==> src/rtl/game_pkg.sv <==
// game_pkg: shared definitions for the game sequencer.
//   state_t       - sequencer state encoding (also the value of the 'state' output)
//   OBJ_W_DEF     - default object bounding box width in pixels
//   OBJ_H_DEF     - default object bounding box height in pixels
//   GROUND_Y_DEF  - default object Y at or beyond which the object is missed
package game_pkg;

    typedef enum logic [2:0] {
        IDLE  = 3'b000,
        PLAY  = 3'b001,
        HIT   = 3'b010,
        OVER  = 3'b011,
        PAUSE = 3'b100
    } state_t;

    localparam int unsigned OBJ_W_DEF    = 32;
    localparam int unsigned OBJ_H_DEF    = 32;
    localparam int unsigned GROUND_Y_DEF = 448;

endpackage

==> src/rtl/key_edge.sv <==
// key_edge: synchronises a raw active-low key into the clk domain and emits a
// one-cycle registered press pulse on its 1-to-0 transition.
// Pin-to-pulse latency is three clock cycles (two synchroniser flops, then the
// registered edge detector).
// Ports:
//   clk    - clock
//   rst    - asynchronous active-low reset (synchroniser flops reset to 1,
//            i.e. key released)
//   key_n  - raw active-low key, asynchronous to clk
//   press  - one-cycle pulse per key press
module key_edge (
    input  logic clk,
    input  logic rst,
    input  logic key_n,
    output logic press
);

    logic sync1_q;
    logic sync2_q;
    logic prev_q;
    logic press_q;
    logic press_d;

    // Falling edge of the synchronised level: released last cycle, pressed now.
    always_comb begin
        press_d = prev_q & ~sync2_q;
    end

    always_ff @(posedge clk or negedge rst) begin
        if (!rst) begin
            sync1_q <= 1'b1;
            sync2_q <= 1'b1;
            prev_q  <= 1'b1;
            press_q <= 1'b0;
        end else begin
            sync1_q <= key_n;
            sync2_q <= sync1_q;
            prev_q  <= sync2_q;
            press_q <= press_d;
        end
    end

    assign press = press_q;

endmodule

==> src/rtl/game_sequencer.sv <==
// game_sequencer: top-level game flow controller.
// Tracks the game state (IDLE/PLAY/HIT/OVER/PAUSE), score and lives, evaluates
// bullet/object hits and object misses once per frame, and issues one-cycle
// respawn / bullet-clear commands. All outputs are registered.
//
// Optional feature: define GAME_SEQUENCER_PAUSE_EN to add the key_pause_n
// input and the PAUSE state. Without it the port is absent and PAUSE is never
// entered.
//
// Ports:
//   clk            - 25 MHz pixel clock
//   rst            - asynchronous active-low reset
//   frame_tick     - one-cycle pulse per frame (vertical blank start)
//   key_start_n    - raw active-low start key
//   key_pause_n    - raw active-low pause key (GAME_SEQUENCER_PAUSE_EN only)
//   bullet_active  - bullet in flight
//   bullet_x/y     - bullet position
//   object_x/y     - object top-left position
//   run            - enable for object, bullet and controls logic
//   object_respawn - one-cycle respawn command
//   bullet_clear   - one-cycle bullet clear command
//   score          - saturating score
//   lives          - remaining lives
//   state          - current state encoding
//   game_over      - high in OVER
module game_sequencer
    import game_pkg::*;
#(
    parameter int unsigned SCORE_W    = 8,
    parameter int unsigned LIVES_INIT = 3,
    parameter int unsigned HIT_FRAMES = 30,
    parameter int unsigned OBJ_W      = OBJ_W_DEF,
    parameter int unsigned OBJ_H      = OBJ_H_DEF,
    parameter int unsigned GROUND_Y   = GROUND_Y_DEF
) (
    input  logic               clk,
    input  logic               rst,
    input  logic               frame_tick,
    input  logic               key_start_n,
`ifdef GAME_SEQUENCER_PAUSE_EN
    input  logic               key_pause_n,
`endif
    input  logic               bullet_active,
    input  logic [9:0]         bullet_x,
    input  logic [8:0]         bullet_y,
    input  logic [10:0]        object_x,
    input  logic [8:0]         object_y,
    output logic               run,
    output logic               object_respawn,
    output logic               bullet_clear,
    output logic [SCORE_W-1:0] score,
    output logic [1:0]         lives,
    output logic [2:0]         state,
    output logic               game_over
);

    localparam logic [1:0]  LIVES_LOAD = 2'(LIVES_INIT);
    localparam logic [5:0]  HIT_LAST   = 6'(HIT_FRAMES - 1);
    localparam logic [11:0] OBJ_W_12   = 12'(OBJ_W);
    localparam logic [11:0] OBJ_H_12   = 12'(OBJ_H);
    localparam logic [11:0] GROUND_12  = 12'(GROUND_Y);

    function automatic logic [SCORE_W-1:0] sat_inc(input logic [SCORE_W-1:0] v);
        return (&v) ? v : v + 1'b1;
    endfunction

    // ---------------------------------------------------------------------
    // Key synchronisation and press detection
    // ---------------------------------------------------------------------
    logic start_press;
    logic pause_press;

    key_edge u_start_key (
        .clk   (clk),
        .rst   (rst),
        .key_n (key_start_n),
        .press (start_press)
    );

`ifdef GAME_SEQUENCER_PAUSE_EN
    key_edge u_pause_key (
        .clk   (clk),
        .rst   (rst),
        .key_n (key_pause_n),
        .press (pause_press)
    );
`else
    assign pause_press = 1'b0;
`endif

    // ---------------------------------------------------------------------
    // Hit / miss geometry. Everything is widened to 12 bits so that the
    // right/bottom box edges (position + size) cannot wrap.
    // ---------------------------------------------------------------------
    logic [11:0] bx_w, by_w, ox_w, oy_w, ox_end, oy_end;
    logic        hit, miss;

    always_comb begin
        bx_w   = {2'b00, bullet_x};
        by_w   = {3'b000, bullet_y};
        ox_w   = {1'b0, object_x};
        oy_w   = {3'b000, object_y};
        ox_end = ox_w + OBJ_W_12;
        oy_end = oy_w + OBJ_H_12;
        hit    = bullet_active
                 && (bx_w >= ox_w) && (bx_w < ox_end)
                 && (by_w >= oy_w) && (by_w < oy_end);
        miss   = (oy_w >= GROUND_12);
    end

    // ---------------------------------------------------------------------
    // Sequencer next-state logic
    // ---------------------------------------------------------------------
    state_t             state_q, state_d;
    logic [SCORE_W-1:0] score_q, score_d;
    logic [1:0]         lives_q, lives_d;
    logic [5:0]         cnt_q, cnt_d;
    logic               run_q, run_d;
    logic               respawn_q, respawn_d;
    logic               bclr_q, bclr_d;
    logic               over_q, over_d;
`ifdef GAME_SEQUENCER_PAUSE_EN
    state_t             ret_q, ret_d;  // state to resume when leaving PAUSE
`endif

    always_comb begin
        state_d   = state_q;
        score_d   = score_q;
        lives_d   = lives_q;
        cnt_d     = cnt_q;
        respawn_d = 1'b0;
        bclr_d    = 1'b0;
`ifdef GAME_SEQUENCER_PAUSE_EN
        ret_d     = ret_q;
`endif

        unique case (state_q)
            IDLE, OVER: begin
                if (start_press) begin
                    state_d   = PLAY;
                    score_d   = '0;
                    lives_d   = LIVES_LOAD;
                    cnt_d     = '0;
                    respawn_d = 1'b1;
                    bclr_d    = 1'b1;
                end
            end
            PLAY: begin
                if (pause_press) begin
                    state_d = PAUSE;
`ifdef GAME_SEQUENCER_PAUSE_EN
                    ret_d   = PLAY;
`endif
                end else if (frame_tick) begin
                    // A hit takes priority; a simultaneous miss is dropped.
                    if (hit) begin
                        state_d   = HIT;
                        score_d   = sat_inc(score_q);
                        cnt_d     = '0;
                        respawn_d = 1'b1;
                        bclr_d    = 1'b1;
                    end else if (miss) begin
                        respawn_d = 1'b1;
                        lives_d   = lives_q - 2'd1;
                        if (lives_q == 2'd1) begin
                            state_d = OVER;
                        end
                    end
                end
            end
            HIT: begin
                if (pause_press) begin
                    state_d = PAUSE;
`ifdef GAME_SEQUENCER_PAUSE_EN
                    ret_d   = HIT;
`endif
                end else if (frame_tick) begin
                    if (cnt_q == HIT_LAST) begin
                        state_d = PLAY;
                        cnt_d   = '0;
                    end else begin
                        cnt_d = cnt_q + 6'd1;
                    end
                end
            end
            PAUSE: begin
`ifdef GAME_SEQUENCER_PAUSE_EN
                // Frame ticks are ignored here, so the HIT counter is frozen.
                if (pause_press) begin
                    state_d = ret_q;
                end
`else
                state_d = IDLE;
`endif
            end
            default: begin
                state_d = IDLE;
            end
        endcase

        run_d  = (state_d == PLAY) || (state_d == HIT);
        over_d = (state_d == OVER);
    end

    always_ff @(posedge clk or negedge rst) begin
        if (!rst) begin
            state_q   <= IDLE;
            score_q   <= '0;
            lives_q   <= LIVES_LOAD;
            cnt_q     <= '0;
            run_q     <= 1'b0;
            respawn_q <= 1'b0;
            bclr_q    <= 1'b0;
            over_q    <= 1'b0;
`ifdef GAME_SEQUENCER_PAUSE_EN
            ret_q     <= PLAY;
`endif
        end else begin
            state_q   <= state_d;
            score_q   <= score_d;
            lives_q   <= lives_d;
            cnt_q     <= cnt_d;
            run_q     <= run_d;
            respawn_q <= respawn_d;
            bclr_q    <= bclr_d;
            over_q    <= over_d;
`ifdef GAME_SEQUENCER_PAUSE_EN
            ret_q     <= ret_d;
`endif
        end
    end

    assign state          = state_q;
    assign score          = score_q;
    assign lives          = lives_q;
    assign run            = run_q;
    assign object_respawn = respawn_q;
    assign bullet_clear   = bclr_q;
    assign game_over      = over_q;

endmodule

==> config.mk <==
export PLATFORM = sky130hd
export DESIGN_NAME = game_sequencer
export DESIGN_NICKNAME = d
export VERILOG_FILES = /design/src/rtl/game_pkg.sv /design/src/rtl/key_edge.sv /design/src/rtl/game_sequencer.sv
export SDC_FILE = /design/constraint.sdc
export NUM_CORES = 1
export LEC_CHECK = 0
export CAP_MARGIN = 5
export CELL_PAD_IN_SITES_DETAIL_PLACEMENT = 0
export CELL_PAD_IN_SITES_GLOBAL_PLACEMENT = 1
export CORE_MARGIN = 2
export CORE_UTILIZATION = 33
export CTS_CLUSTER_DIAMETER = 100
export DETAILED_ROUTE_END_ITERATION = 10
export PLACE_DENSITY_LB_ADDON = 0.1
export SYNTH_ARGS = -nofsm -noshare
export SYNTH_HDL_FRONTEND = slang
export SYNTH_SLANG_ARGS = --single-unit
==> constraint.sdc <==
create_clock -name clk -period 1.7 [get_ports clk]
set_input_delay 0.34 -clock clk [delete_from_list [all_inputs] [get_ports clk]]
set_output_delay 0.34 -clock clk [all_outputs]
set_load 0.005 [all_outputs]
After elaboration in Yosys (flattened, before gate mapping)

Index checks and enable logic that the tools add are counted.

Input bits: 44
Memories kept: 0
RAM bits: 0
Register bits: 27
Logic and storage cells: 84
Bits in read-only memories: 0
Output and inout port bits: 17
Latch bits: 0

Reduce and logical (&&, ||, !) cells: 13
Muxes and demuxes: 32
Divide/modulo/power cells: 0
Shift operators: 0
Bitwise logic cells: 2
Add/subtract/negate cells: 5
$lt $le $gt $ge: 5
$mul: 0
Equality and inequality tests: 15

Operator list:

| operator                                      | count |
|---|---|
| two-way mux 8 bit                             | 4 |
| two-way mux 6 bit                             | 5 |
| two-way mux 3 bit                             | 7 |
| one-hot mux 6 bit (3 select lines)            | 1 |
| one-hot mux 8 bit (2 select lines)            | 1 |
| AND reduction 5 bit                           | 3 |
| adder 11 x 6 -> 12 bit, second input constant | 1 |
| == test 3 x 2 -> 1 bit, second input constant | 4 |
| less-than comparator 10 x 12 -> 1 bit         | 1 |
| inequality test 2 bit, second input constant  | 6 |
| >= comparator 10 x 11 -> 1 bit                | 1 |
| adder 9 x 6 -> 10 bit, second input constant  | 1 |
| less-than comparator 9 x 10 -> 1 bit          | 1 |
| >= comparator 9 bit                           | 1 |
| >= comparator 9 bit, second input constant    | 1 |
| one-hot mux 3 bit (3 select lines)            | 1 |
| adder 8 x 1 -> 8 bit, second input constant   | 1 |
| two-way mux 2 bit                             | 4 |
| AND reduction 8 bit                           | 1 |
| adder 6 x 1 -> 6 bit, second input constant   | 1 |
| == test 3 x 1 -> 1 bit, second input constant | 2 |
| == test 6 x 5 -> 1 bit, second input constant | 1 |
| two-way mux 1 bit                             | 6 |
| logical AND 1 bit                             | 4 |
| other kinds (12)                              | 13 |

Depth between registers and ports, before layout

Gate-level depths: netlist of the first run.

Depth in word-level cells: 10
Mapped depth: 11
Gate-level depth less buffers: 10

Cells and area by module

A second synthesis of the first run with hierarchy kept.

Cells, all modules: 257
Area, all modules: 2312.2 µm²

By module, submodules not included:

| module         | times used | sequential area each (µm²) | cells an instance | area each (µm²) |
|---|---|---|---|---|
| game_sequencer | 1          | 578.1                      | 252               | 2194.6 |
| key_edge       | 1          | 103.8                      | 5                 | 117.6 |

Least setup slack after synthesis of the first run

Ideal clock, no wire load.

Path type: input to register
Start point: input object_y[5]
End point: register score_q[1], in the netlist score[1]
Arrival: 2235 ps
Required time: 1580 ps
Setup slack: -655 ps
Library setup time: 120 ps
Buffers on the path: 1
Stages: 11
Path through: ha_1 xnor2_1 ha_1 a211oi_1 nand3_1 o2bb2ai_1 o22ai_1 nor3_4 buf_6 nand2_1 a31o_1

Cells in the longest elaborated chain, start to end: 5
Elaborated cells between the ends (all ways): 7
Classes of those cells: add/sub: 1; order compare: 2; eq/ne: 1; reduce/logical: 3

Ends and longest elaborated chain:

| what                                                                      | RTL line                                     | text |
|---|---|---|
| start, declared                                                           | game_sequencer.sv:47                         | `input logic [8:0] object_y,` |
| adder 9 x 6 -> 10 bit or >= comparator 9 bit (tied branches)              | game_sequencer.sv:104, game_sequencer.sv:107 |  |
| less-than comparator 9 x 10 -> 1 bit or logical AND 1 bit (tied branches) | game_sequencer.sv:107                        | `&& (by_w >= oy_w) && (by_w < oy_end);` |
| logical AND 1 bit (*)                                                     | game_sequencer.sv:107                        |  |
| inequality test 2 bit (no line) (*)                                       | -                                            |  |
| AND reduction 5 bit (no line) (*)                                         | -                                            |  |
| end signal, assigned                                                      | game_sequencer.sv:220                        | `score_q <= score_d;` |
| end, declared                                                             | game_sequencer.sv:115                        | `logic [SCORE_W-1:0] score_q, score_d;` |

Mark *: on every way between the ends. The rest lies on a longest branch, timed or not.
A chain may end at the register's enable or synchronous reset.

Final worst setup path of the first run

Start point: input bullet_y[2]
End point: register score_q[3], in the netlist score[3]

Cells in the longest elaborated chain, start to end: 5
Elaborated cells between the ends (all ways): 6
Classes of those cells: order compare: 2; eq/ne: 1; reduce/logical: 3

Ends and longest elaborated chain:

| what                                | RTL line              | text |
|---|---|---|
| start, declared                     | game_sequencer.sv:45  | `input logic [8:0] bullet_y,` |
| >= comparator 9 bit                 | game_sequencer.sv:107 |  |
| logical AND 1 bit                   | game_sequencer.sv:107 |  |
| logical AND 1 bit (*)               | game_sequencer.sv:107 |  |
| inequality test 2 bit (no line) (*) | -                     |  |
| AND reduction 5 bit (no line) (*)   | -                     |  |

Marks and branches as above.

==> results.md, run 1 <==
- Number of diodes: 0
- CTS clk-pin slew, worst paths: about 90 ps
- FF+latch count, synth: 27
- Post-synth EDFFs: 0
- Post-Route WL: around 6400 um
- CP Capture Type: register
- Vias: between 2000 and 2500
- Ys flop type: dfrtp_1
- # rows: 30
- Crit path launch type: primary input
- Max-cap violations: 0
- Period utilization: 132%
- First-pass GRT wire length: roughly 11000 um
- Peak supply drop: between 200 and 250 uV
- GRT Overall Usage: between 10% and 20%
- Post-Synth XOR/XNOR Area: under 10%
- Post-Syn Nets: roughly 330
- Largest net degree at the start of global routing: 28
- Post-route antenna net violation count: 0
- Mapped Area: 2330 um2
- Clock Skew: 2.54 ps
- # DRC: 0
- Final WS setup: -539 ps
- Initial antenna violation count: 0
- Lkg Pwr: around 2 nW
- Mux cell area share after synthesis: under 10%
- DP Wirelength: slightly below 5000 um
- Core area: 6790 um2
- Clock sink total: 27
- Sequential area share after synthesis: between 20 and 30%
- Slew at the pin closest to its max-slew limit: about 600 ps
- Fill cells: 625
- Worst slew margin: 59.4%
- Compound-Gate Fraction of Synth Area: 20.0%
- Max clock buf depth: 2
- Placed cell areas: between 3000 and 4000 um2
- Clk Tree Root Cell: clkbuf_8
- Simple-Gate Fraction of Synth Area: 22.2%
- Mapped Cells: about 250
- CTS tree: yes
- Number of distinct library cells after synthesis: 60
- Fmax: about 0.45 GHz
- Vias in the first global route: approximately 2300
- Die area: between 7000 and 8000 um2
- Final number of setup-violating endpoints: 22
- Worst EP required: about 1900 ps
- Die W: 88.0 um
- Total number of H-tree levels: 1
- RSZ-0062 raised after global routing: yes
- Status: complete, but fails checks
- Peak fanout along the critical path: 8
- Port bufs: 60
- Worst-Skew Late Latency: roughly 280 ps
- Synth async-reset ratio: between 90% and 100%
- CTS Buf Count: 3
- Die height: 88.0 um
- DR iter-0 viols: around 90
- Cell Pwr Density: between 400 and 500 nW/um2
- Final Critical Period: between 2000 and 2500 ps
- Ys Warns: 0
- TritonRoute pass-1 iters: 4
- Arr. time, crit path: around 2400 ps
- Post-route cell area: just over 4000 um2
- Avg WL per Cell: 13.5 um
- Final nets: between 400 and 500
- Grt ovf: 0
- Adder-Cell Fraction of Synth Area: roughly 18%
- Worst Hold Class: register to register
- Final hold violation count: 0
- Commonest non-fill, non-tap cell in the layout: buf_4
- IO Pins: 61
- Avg Cell Area, Syn: 9.27 um2
- Worst setup path class: primary input to register
- Fin. max-slew vios: 0
- Area grow syn2layout: 74.4%
- Largest family of logic cells by synthesized area: simple AND/OR/NAND/NOR gates
- Failing checks: setup timing
- Via density: roughly 4.9
- Initial Util: 34.2%
- Share of cells above drive strength 1: roughly 42%
- Routability congestion estimate: between 0.7 and 0.8
- Commonest non-fill, non-tap cells in the layout: buf_4, dfrtp_1, clkdlybuf4s50_1
- Power, Total: around 1.7 mW
==> power by group <==
group | switching (mW) | internal [mW] | total [mW]
Clock | 0.205 | 0.168 | 0.373
Sequential | 0.0109 | 0.663 | 0.674
Combinational | 0.314 | 0.387 | 0.700
Total | 0.529 | 1.22 | 1.75
==> routing by layer <==
layer  GRT usage [%]  vias up  share of wire [%]
met1            23.0     1092                 47
met4            1.68        0               0.42
met5               0        -                  0
li1                -     1176                  -
met3            2.45        4                3.1
met2            29.5       33                 49
==> cell usage after synthesis (all sizes together) (2+ instances only) <==
| master | instances | area (um2) |
|---|---|---|
| ha | 34 | 425 |
| inv | 26 | 97.6 |
| dfrtp | 22 | 551 |
| nand2 | 14 | 55.1 |
| a21oi | 13 | 68.8 |
| nor2 | 13 | 48.8 |
| nand3 | 12 | 60.1 |
| a21o | 8 | 60.1 |
| nand2b | 8 | 57.6 |
| nor3 | 7 | 57.6 |
| xnor2 | 7 | 61.3 |
| nor2b | 6 | 37.5 |
| o21ai | 6 | 30.0 |
| a31oi | 5 | 31.3 |
| and3 | 5 | 36.3 |
| dfstp | 5 | 131 |
| nand4 | 5 | 31.3 |
| nor3b | 5 | 42.5 |
| o31ai | 4 | 30.0 |
| and4 | 3 | 26.3 |
| buf | 3 | 20.0 |
| mux2i | 3 | 30.0 |
| nor4 | 3 | 18.8 |
| a211oi | 2 | 15.0 |
| a21boi | 2 | 30.0 |
| a221oi | 2 | 30.0 |
| a311oi | 2 | 23.8 |
| a31o | 2 | 17.5 |
| o211ai | 2 | 15.0 |
| o2bb2ai | 2 | 17.5 |
| or2 | 2 | 12.5 |
==> registers in the layout, indices dropped and copies added (netlist names), 2 cells and up <==
name	flops
cnt_q	6
lives	2
score	8
state	3
==> per-stage QoR <==
stage               utilization [%]  TNS (ps)  hold slack, ps  setup WS (ps)  instances
floorplan                         -    -10270            44.4           -587        251
global placement               51.1    -24940             346          -1210        458
detailed placement             51.1    -25910             354          -1280        458
CTS                            57.0    -10510             368           -535        470
global route                   59.7    -11960             371           -627        472
finish                         59.7     -9870             366           -539        472
==> final cells by class <==
cell class	instances	area (um2)	area share [%]
sequential	27	683	16.8
tap	96	120	2.96
clock buffer	4	45.0	1.11
multi-input combinational	194	1980	48.9
timing repair buffer	125	1130	27.8
inverter	26	97.6	2.41
==> final timing paths <==
check | from | endpoint | slack, ps | cells after the start
worst max register to register | score[0] | score[4] | -140 | 7
worst min-delay path | u_start_key.sync1_q | u_start_key.sync2_q | 370 | 0
worst min register to register | u_start_key.sync1_q | u_start_key.sync2_q | 370 | 0
worst max-delay path | bullet_y[2] | score[3] | -540 | 10
max in group asynchronous | rst | u_start_key.sync1_q | 960 | 2
min in group asynchronous | rst | cnt_q[3] | 430 | 2
==> critical path: stages <==
cell             delay (ps)
clkdlybuf4s50_1         510
ha_4                    230
o21ai_2                 130
a21oi_1                  90
o2bb2ai_2               180
o22ai_2                 130
nor3_4                  320
buf_6                   200
a31oi_4                  80
a41o_1                  200
==> logic make-up (layout without fill, tap and decap cells) <==
family / Yosys count / in the layout
and+or+nand+nor: 87 / 87
AOI/OAI and AO/OA: 60 / 60
adders and majority gates: 34 / 34
buffers and inverters: 30 / 155
DFF: 27 / 27
xor gates and xnor gates: 8 / 8
muxes: 4 / 4
other: 1 / 1
==> repair_timing <==
item                                    CTS  global route
endpoints found under the setup margin   25            26
buffers inserted                          8             4
hold endpoints to repair                  0             0
hold buffers                              0             0
resized for setup                       107            39
gates cloned                              1             0
pin swaps                                32            26
No activity file was read; power rests on OpenSTA's default activity.
==> run 2, diff against run 1 <==
--- a/config.mk
+++ b/config.mk
@@ -5,11 +5,10 @@
 export SDC_FILE = /design/constraint.sdc
 export NUM_CORES = 1
 export LEC_CHECK = 0
-export CAP_MARGIN = 5
 export CELL_PAD_IN_SITES_DETAIL_PLACEMENT = 0
 export CELL_PAD_IN_SITES_GLOBAL_PLACEMENT = 1
 export CORE_MARGIN = 2
-export CORE_UTILIZATION = 33
+export CORE_UTILIZATION = 30
 export CTS_CLUSTER_DIAMETER = 100
 export DETAILED_ROUTE_END_ITERATION = 10
 export PLACE_DENSITY_LB_ADDON = 0.1
==> run 2 against run 1 <==
The run still ends with setup timing left. Setup slack better by 7.7 ps. Register-to-register slack better by 90 ps. Count of clock-buffer cells in the layout unchanged. Clock power down 4%. Worst hold slack worse by 3.9 ps. Fmax up 0.34%. Critical path type unchanged. Largest power group unchanged.
==> results.md, run 2 (same netlist as run 1, synthesis figures left out) <==
- Max-cap violations: 0 (unchanged)
- Lkg Pwr: 1.93 nW (-2.2%)
- Switch share: 29.9% (-0.37 points)
- Worst setup path class: primary input to register
- Post-Route WL: 6380 um (+0.19%)
- Cell Pwr Density: 432 nW/um2 (+0.39%)
- CTS Hold Bufs: 0 (unchanged)
- CP Capture Type: register
- First-pass GRT wire length: 10900 um (+3.1%)
- Path length in cells of the critical path: 11 (+1)
- R2R cell count: 6 (-1)
- Final hold violation count: 0 (unchanged)
- Vias: 2278 (-1.2%)
- RSZ-0062 raised after global routing: yes
- Initial antenna violation count: 0 (unchanged)
- Max clock buf depth: 2 (unchanged)
- Internal Power: 1.24 mW (+1.6%)
- Slew at the pin closest to its max-slew limit: 587 ps (-17.8 ps)
- Worst Hold Class: register to register
- Fill cells: 674 (+7.8%)
- Clock Skew: 8.95 ps (+6.41 ps)
- Commonest non-fill, non-tap cell in the layout: buf_4
- Clk Tree Root Cell: clkbuf_8
- # DRC: 0 (unchanged)
- Critical-path top delay cell: a2111oi_4
- Vias in the first global route: 2305 (-1.7%)
- Die area: 8470 um2 (+9.5%)
- Crit path capture: lives[1]
- R2R Setup Slk: -50 ps (+90 ps)
- Largest net degree at the start of global routing: 28 (unchanged)
- Fmax: 0.448 GHz (+0.34%)
- CTS clk-pin slew, worst paths: 90 ps (about the same)
- Number of diodes: 0 (unchanged)
- Critical path buffers and inverters: 2 (unchanged)
- Worst r2r dst: score[4]
- Final WS setup: -531 ps (+7.68 ps)
- Crit path launch type: primary input
- Worst EP required: 1910 ps (+40 ps)
- IO Pins: 61 (unchanged)
- Routability congestion estimate: 0.741 (-0.74%)
- Arr. time, crit path: 2440 ps (+30 ps)
- DP Wirelength: 4770 um (-0.81%)
- Final nets: 456 (+0.22%)
- Core area: 7610 um2 (+12%)
- Flop pwr share: 38.1% (-0.5 points)
- Total number of H-tree levels: 1 (unchanged)
- Share of cells above drive strength 1: 42.7% (+0.42 points)
- Top cell family by delay on the critical path: simple AND/OR/NAND/NOR gates
- Max reg flops: 8 (unchanged)
- Power share of the clock group: 20.3% (-1.0 points)
- Critical R2R Launch: score[0]
- DR iter-0 viols: 47 (-47%)
- Final Critical Period: 2230 ps (-7.68 ps)
- Failing checks: setup timing
- Status: complete, but fails checks
- Avg WL per Cell: 13.3 um (-1.3%)
- CTS tree: yes
- Via density: 4.76 (-2.6%)
- Area grow syn2layout: 75.7%
- Peak fanout along the critical path: 6 (-2)
- Worst slew margin: 60.6% (+1.2 points)
- Clock sink total: 27 (unchanged)
- Worst-Skew Late Latency: 270 ps (about the same)
- CP Cell Sequence: buf_8, ha_4, xnor2_2, ha_1, nor2b_4, a2111oi_4, a221oi_4, nor3_4, buf_12, nand2b_4, mux2_4
- Final number of setup-violating endpoints: 23 (+4.5%)
- CTS Buf Count: 3 (unchanged)
- CP peak stage delay: 320 ps (-190 ps)
- Die height: 92.1 um (+4.7%)
- Period utilization: 131% (-0.45 points)
- NetSw: 0.529 mW (-0.12%)
- Hold slack: 362 ps (-3.86 ps)
- Fin. max-slew vios: 0 (unchanged)
- Post-route antenna net violation count: 0 (unchanged)
- Grt ovf: 0 (unchanged)
- TritonRoute pass-1 iters: 4 (unchanged)
- # rows: 32 (+6.7%)
- Port bufs: 60 (unchanged)
- GRT Overall Usage: 15.7% (-1.2 points)
- Initial Util: 30.6% (-3.7 points)
- Worst setup path startpoint: object_x[5]
- Combinational share of power: 41.5% (+1.4 points)
- Commonest non-fill, non-tap cells in the layout: buf_4, dlygate4sd2_1, dfrtp_1
- Setup TNS Final: -9800 ps (+67.7 ps)
- Die W: 92.1 um (+4.7%)
- Peak supply drop: 310 uV (+30%)
==> run 2: area by class of cell <==
type	instances	area, um2	share of cell area (%)
multi-input cells	194	2000	49.0
repair buffers	126	1130	27.7
flip-flops and latches	27	682	16.7
well taps	102	128	3.12
inverters	26	97.6	2.39
clock buffers	4	45.0	1.10
==> run 2: worst min-delay path by stage <==
| stage | end | slack [ps] | cells after the start | start |
|---|---|---|---|---|
| floorplan | bullet_clear | 40 | 0 | rst |
| global placement | u_start_key.sync2_q | 350 | 0 | u_start_key.sync1_q |
| detailed placement | u_start_key.sync2_q | 350 | 0 | u_start_key.sync1_q |
| CTS | u_start_key.sync2_q | 360 | 0 | u_start_key.sync1_q |
| global route | u_start_key.sync2_q | 370 | 0 | u_start_key.sync1_q |
| finish | u_start_key.sync2_q | 360 | 0 | u_start_key.sync1_q |
==> run 2: power groups by stage <==
stage	Combinational [mW]	Sequential, mW	Clock, mW
floorplan	0.251	0.688	0
global placement	0.541	0.686	0
detailed placement	0.542	0.687	0
CTS	0.686	0.674	0.384
global route	0.805	0.676	0.416
finish	0.734	0.673	0.359
==> run 2: through the flow <==
step                      utilization (%)  setup slack [ps]  instance area [um2]  power, mW  std cells
after detailed placement             45.9             -1270                 3490       1.23        464
after global placement               45.9             -1230                 3490       1.23        464
after floorplan                         -              -587                 2360      0.939        251
final                                53.7              -531                 4090       1.77        479
after global routing                 53.7              -609                 4090       1.90        479
after CTS                            52.4              -558                 3990       1.74        478
==> run 2: per-layer routing <==
layer | GRT usage [%] | vias up | part of all wire (%)
met1 | 21.8 | 1066 | 49
met4 | 1.49 | 0 | 0.14
met3 | 2.47 | 2 | 3.3
met5 | 0 | - | 0
met2 | 26.7 | 39 | 48
li1 | - | 1171 | -
==> run 2: what timing repair did <==
action,in CTS,in global routing
resized for setup,118,33
hold endpoints to repair,0,0
endpoints found under the setup margin,24,25
setup buffers,10,4
gates cloned,1,0
pin swaps,38,35
==> run 3, diff against run 2 <==
--- a/config.mk
+++ b/config.mk
@@ -15,3 +15,4 @@
 export SYNTH_ARGS = -nofsm -noshare
 export SYNTH_HDL_FRONTEND = slang
 export SYNTH_SLANG_ARGS = --single-unit
+export TNS_END_PERCENT = 5
==> constraint.sdc (replaced) <==
create_clock -name clk -period 2.1 [get_ports clk]
set_input_delay 0.42 -clock clk [delete_from_list [all_inputs] [get_ports clk]]
set_output_delay 0.42 -clock clk [all_outputs]
set_load 0.005 [all_outputs]
==> run 3 against run 2 <==
The run still ends with setup timing left. Clock power shrank 17%. Critical path type unchanged. Clock skew fell by 5.5 ps. Global-route usage down 0.69 points. Power decreased by 24%. Core utilization decreased by 5.0 points. First-iteration DRC count up 17%. Cell count down 5.0%. Sequential power down 18%. Highest routed layer unchanged. Largest cell class unchanged. Routed wire length down 7.2%.
==> results.md, run 3 (same netlist as run 1, synthesis figures left out) <==
- Failing checks: setup timing
- Commonest non-fill, non-tap cells in the layout: clkdlybuf4s50_1, buf_4, ha_1
- Critical-path top delay cell: ha_1
- Fmax: 0.415 GHz
- Clock sink total: 27 (unchanged)
- CP Cell Sequence: buf_8, ha_4, xnor2_2, ha_1, a211oi_2, nand3_1, o2bb2ai_2, o22ai_2, nor3_4, buf_6, a21boi_4, buf_12, a21o_1
- First-pass GRT wire length: 10500 um (-3.5%)
- Commonest non-fill, non-tap cell in the layout: clkdlybuf4s50_1
- CP peak stage delay: 330 ps (about the same)
- Critical path buffers and inverters: 3 (+1)
- Routability congestion estimate: 0.784 (+5.8%)
- Via density: 4.86 (+2.3%)
- Number of diodes: 0 (unchanged)
- Final WS setup: -311 ps (+220 ps)
- DP Wirelength: 4670 um (-2.3%)
- Fin. max-slew vios: 0 (unchanged)
- Lkg Pwr: 1.71 nW (-11%)
- Post-Route WL: 5920 um (-7.2%)
- Slew at the pin closest to its max-slew limit: 567 ps (-20.2 ps)
- CTS tree: yes
- Peak fanout along the critical path: 4 (-2)
- Placed cell areas: 3330 um2 (-4.6%)
- Avg WL per Cell: 13.0 um (-2.3%)
- Place WS: -978 ps (+288 ps)
- Max-cap violations: 0 (unchanged)
- # rows: 32 (unchanged)
- Grt ovf: 0 (unchanged)
- DR iter-0 viols: 55 (+17%)
- Final hold violation count: 0 (unchanged)
- Worst-Skew Late Latency: 270 ps (about the same)
- Worst slew margin: 61.9% (+1.4 points)
- Clk Tree Root Cell: clkbuf_8
- Largest net degree at the start of global routing: 28 (unchanged)
- Post-route cell area: 3710 um2 (-9.3%)
- CTS Hold Bufs: 0 (unchanged)
- RSZ-0062 raised after global routing: yes
- Power share of the clock group: 22.1% (+1.8 points)
- Vias: 2213 (-2.9%)
- Internal Power: 0.953 mW (-23%)
- Worst setup path class: primary input to register
- Port bufs: 60 (unchanged)
- Combinational share of power: 37.0% (-4.5 points)
- IO Pins: 61 (unchanged)
- Worst Hold Class: register to register
- Initial antenna violation count: 0 (unchanged)
- Max clock buf depth: 2 (unchanged)
- Hold slack: 361 ps (-0.263 ps)
- Initial Util: 30.6% (unchanged)
- Max reg flops: 8 (unchanged)
- NetSw: 0.394 mW (-26%)
- Arr. time, crit path: 2580 ps (+140 ps)
- Share of cells above drive strength 1: 31.2% (-12 points)
- Top cell family by delay on the critical path: compound AO/OA/AOI/OAI gates
- Total number of H-tree levels: 1 (unchanged)
- CP Capture Type: register
- Flop pwr share: 40.9% (+2.8 points)
- Core area: 7610 um2 (unchanged)
- Peak supply drop: 212 uV (-32%)
- Switch share: 29.2% (-0.69 points)
- Power, Total: 1.35 mW (-24%)
- CTS clk-pin slew, worst paths: 90 ps (about the same)
- Period utilization: 115%
- TritonRoute pass-1 iters: 4 (unchanged)
- Die W: 92.1 um (unchanged)
- # DRC: 0 (unchanged)
- GRT Overall Usage: 15.0% (-0.69 points)
- Status: complete, but fails checks
- Die area: 8470 um2 (unchanged)
- Final number of setup-violating endpoints: 22 (-4.3%)
- Area grow syn2layout: 59.4%
- Crit path launch type: primary input
- CTS Buf Count: 3 (unchanged)
- Die height: 92.1 um (unchanged)
- Vias in the first global route: 2316 (+0.48%)
- Worst EP required: 2270 ps (+360 ps)
- Cell Pwr Density: 363 nW/um2 (-16%)
- Final Critical Period: 2410 ps
- Final nets: 432 (-5.3%)
- Clock Skew: 3.43 ps (-5.51 ps)
- Post-route antenna net violation count: 0 (unchanged)
==> run 3: cell types whose count changed in the layout (fill, tap and decap cells not counted), sizes merged <==
cell | before | now
dlygate4sd2 | 24 | 10
dlymetal6s2s | 9 | 0
buf | 72 | 46
clkdlybuf4s15 | 1 | 3
clkdlybuf4s50 | 20 | 43
==> run 3: power by group through the flow <==
stage,Clock [mW],Combinational (mW),Sequential (mW)
2_1_floorplan,0,0.198,0.557
3_3_place_gp,0,0.413,0.560
3_5_place_dp,0,0.417,0.561
4_1_cts,0.314,0.498,0.551
5_1_grt,0.332,0.556,0.553
6_report,0.298,0.498,0.551
==> run 3: area by class of cell <==
class	instances	area, um2
multi-input cells	194	1820
fillers	745	3900
flip-flops and latches	27	682
clock buffers	4	45.0
inverters	26	97.6
well taps	102	128
repair buffers	102	933
==> run 3: path summary, 6_finish.rpt <==
check	slack [ps]	to	from	cells past startpoint
worst min-delay path	360	u_start_key.sync2_q	u_start_key.sync1_q	0
min in group asynchronous	510	score[1]	rst	2
worst max register to register	230	score[4]	score[0]	7
worst min register to register	360	u_start_key.sync2_q	u_start_key.sync1_q	0
worst max-delay path	-310	cnt_q[0]	object_y[6]	13
max in group asynchronous	1270	u_start_key.sync1_q	rst	2
==> run 3: timing repair <==
action,in CTS,in global routing
resized for setup,84,4
endpoints found under the setup margin,22,22
pin swaps,36,2
buffers inserted,5,0
==> run 3: layer usage <==
layer	vias to the layer above	wire [um]	share of wire [%]	global-route usage, %
met4	0	53	0.90	3.73
met2	41	3130	53	28.6
li1	1124	-	-	-
met5	-	0	0	0
met1	1044	2570	43	17.9
met3	4	160	2.7	1.40
==> run 3: through the flow <==
stage / setup TNS [ps] / utilization, % / instances
2_1_floorplan: -4290 / - / 251
3_3_place_gp: -18170 / 43.8 / 446
3_5_place_dp: -19730 / 43.8 / 446
4_1_cts: -4040 / 48.5 / 455
5_1_grt: -7520 / 48.7 / 455
6_report: -5020 / 48.7 / 455
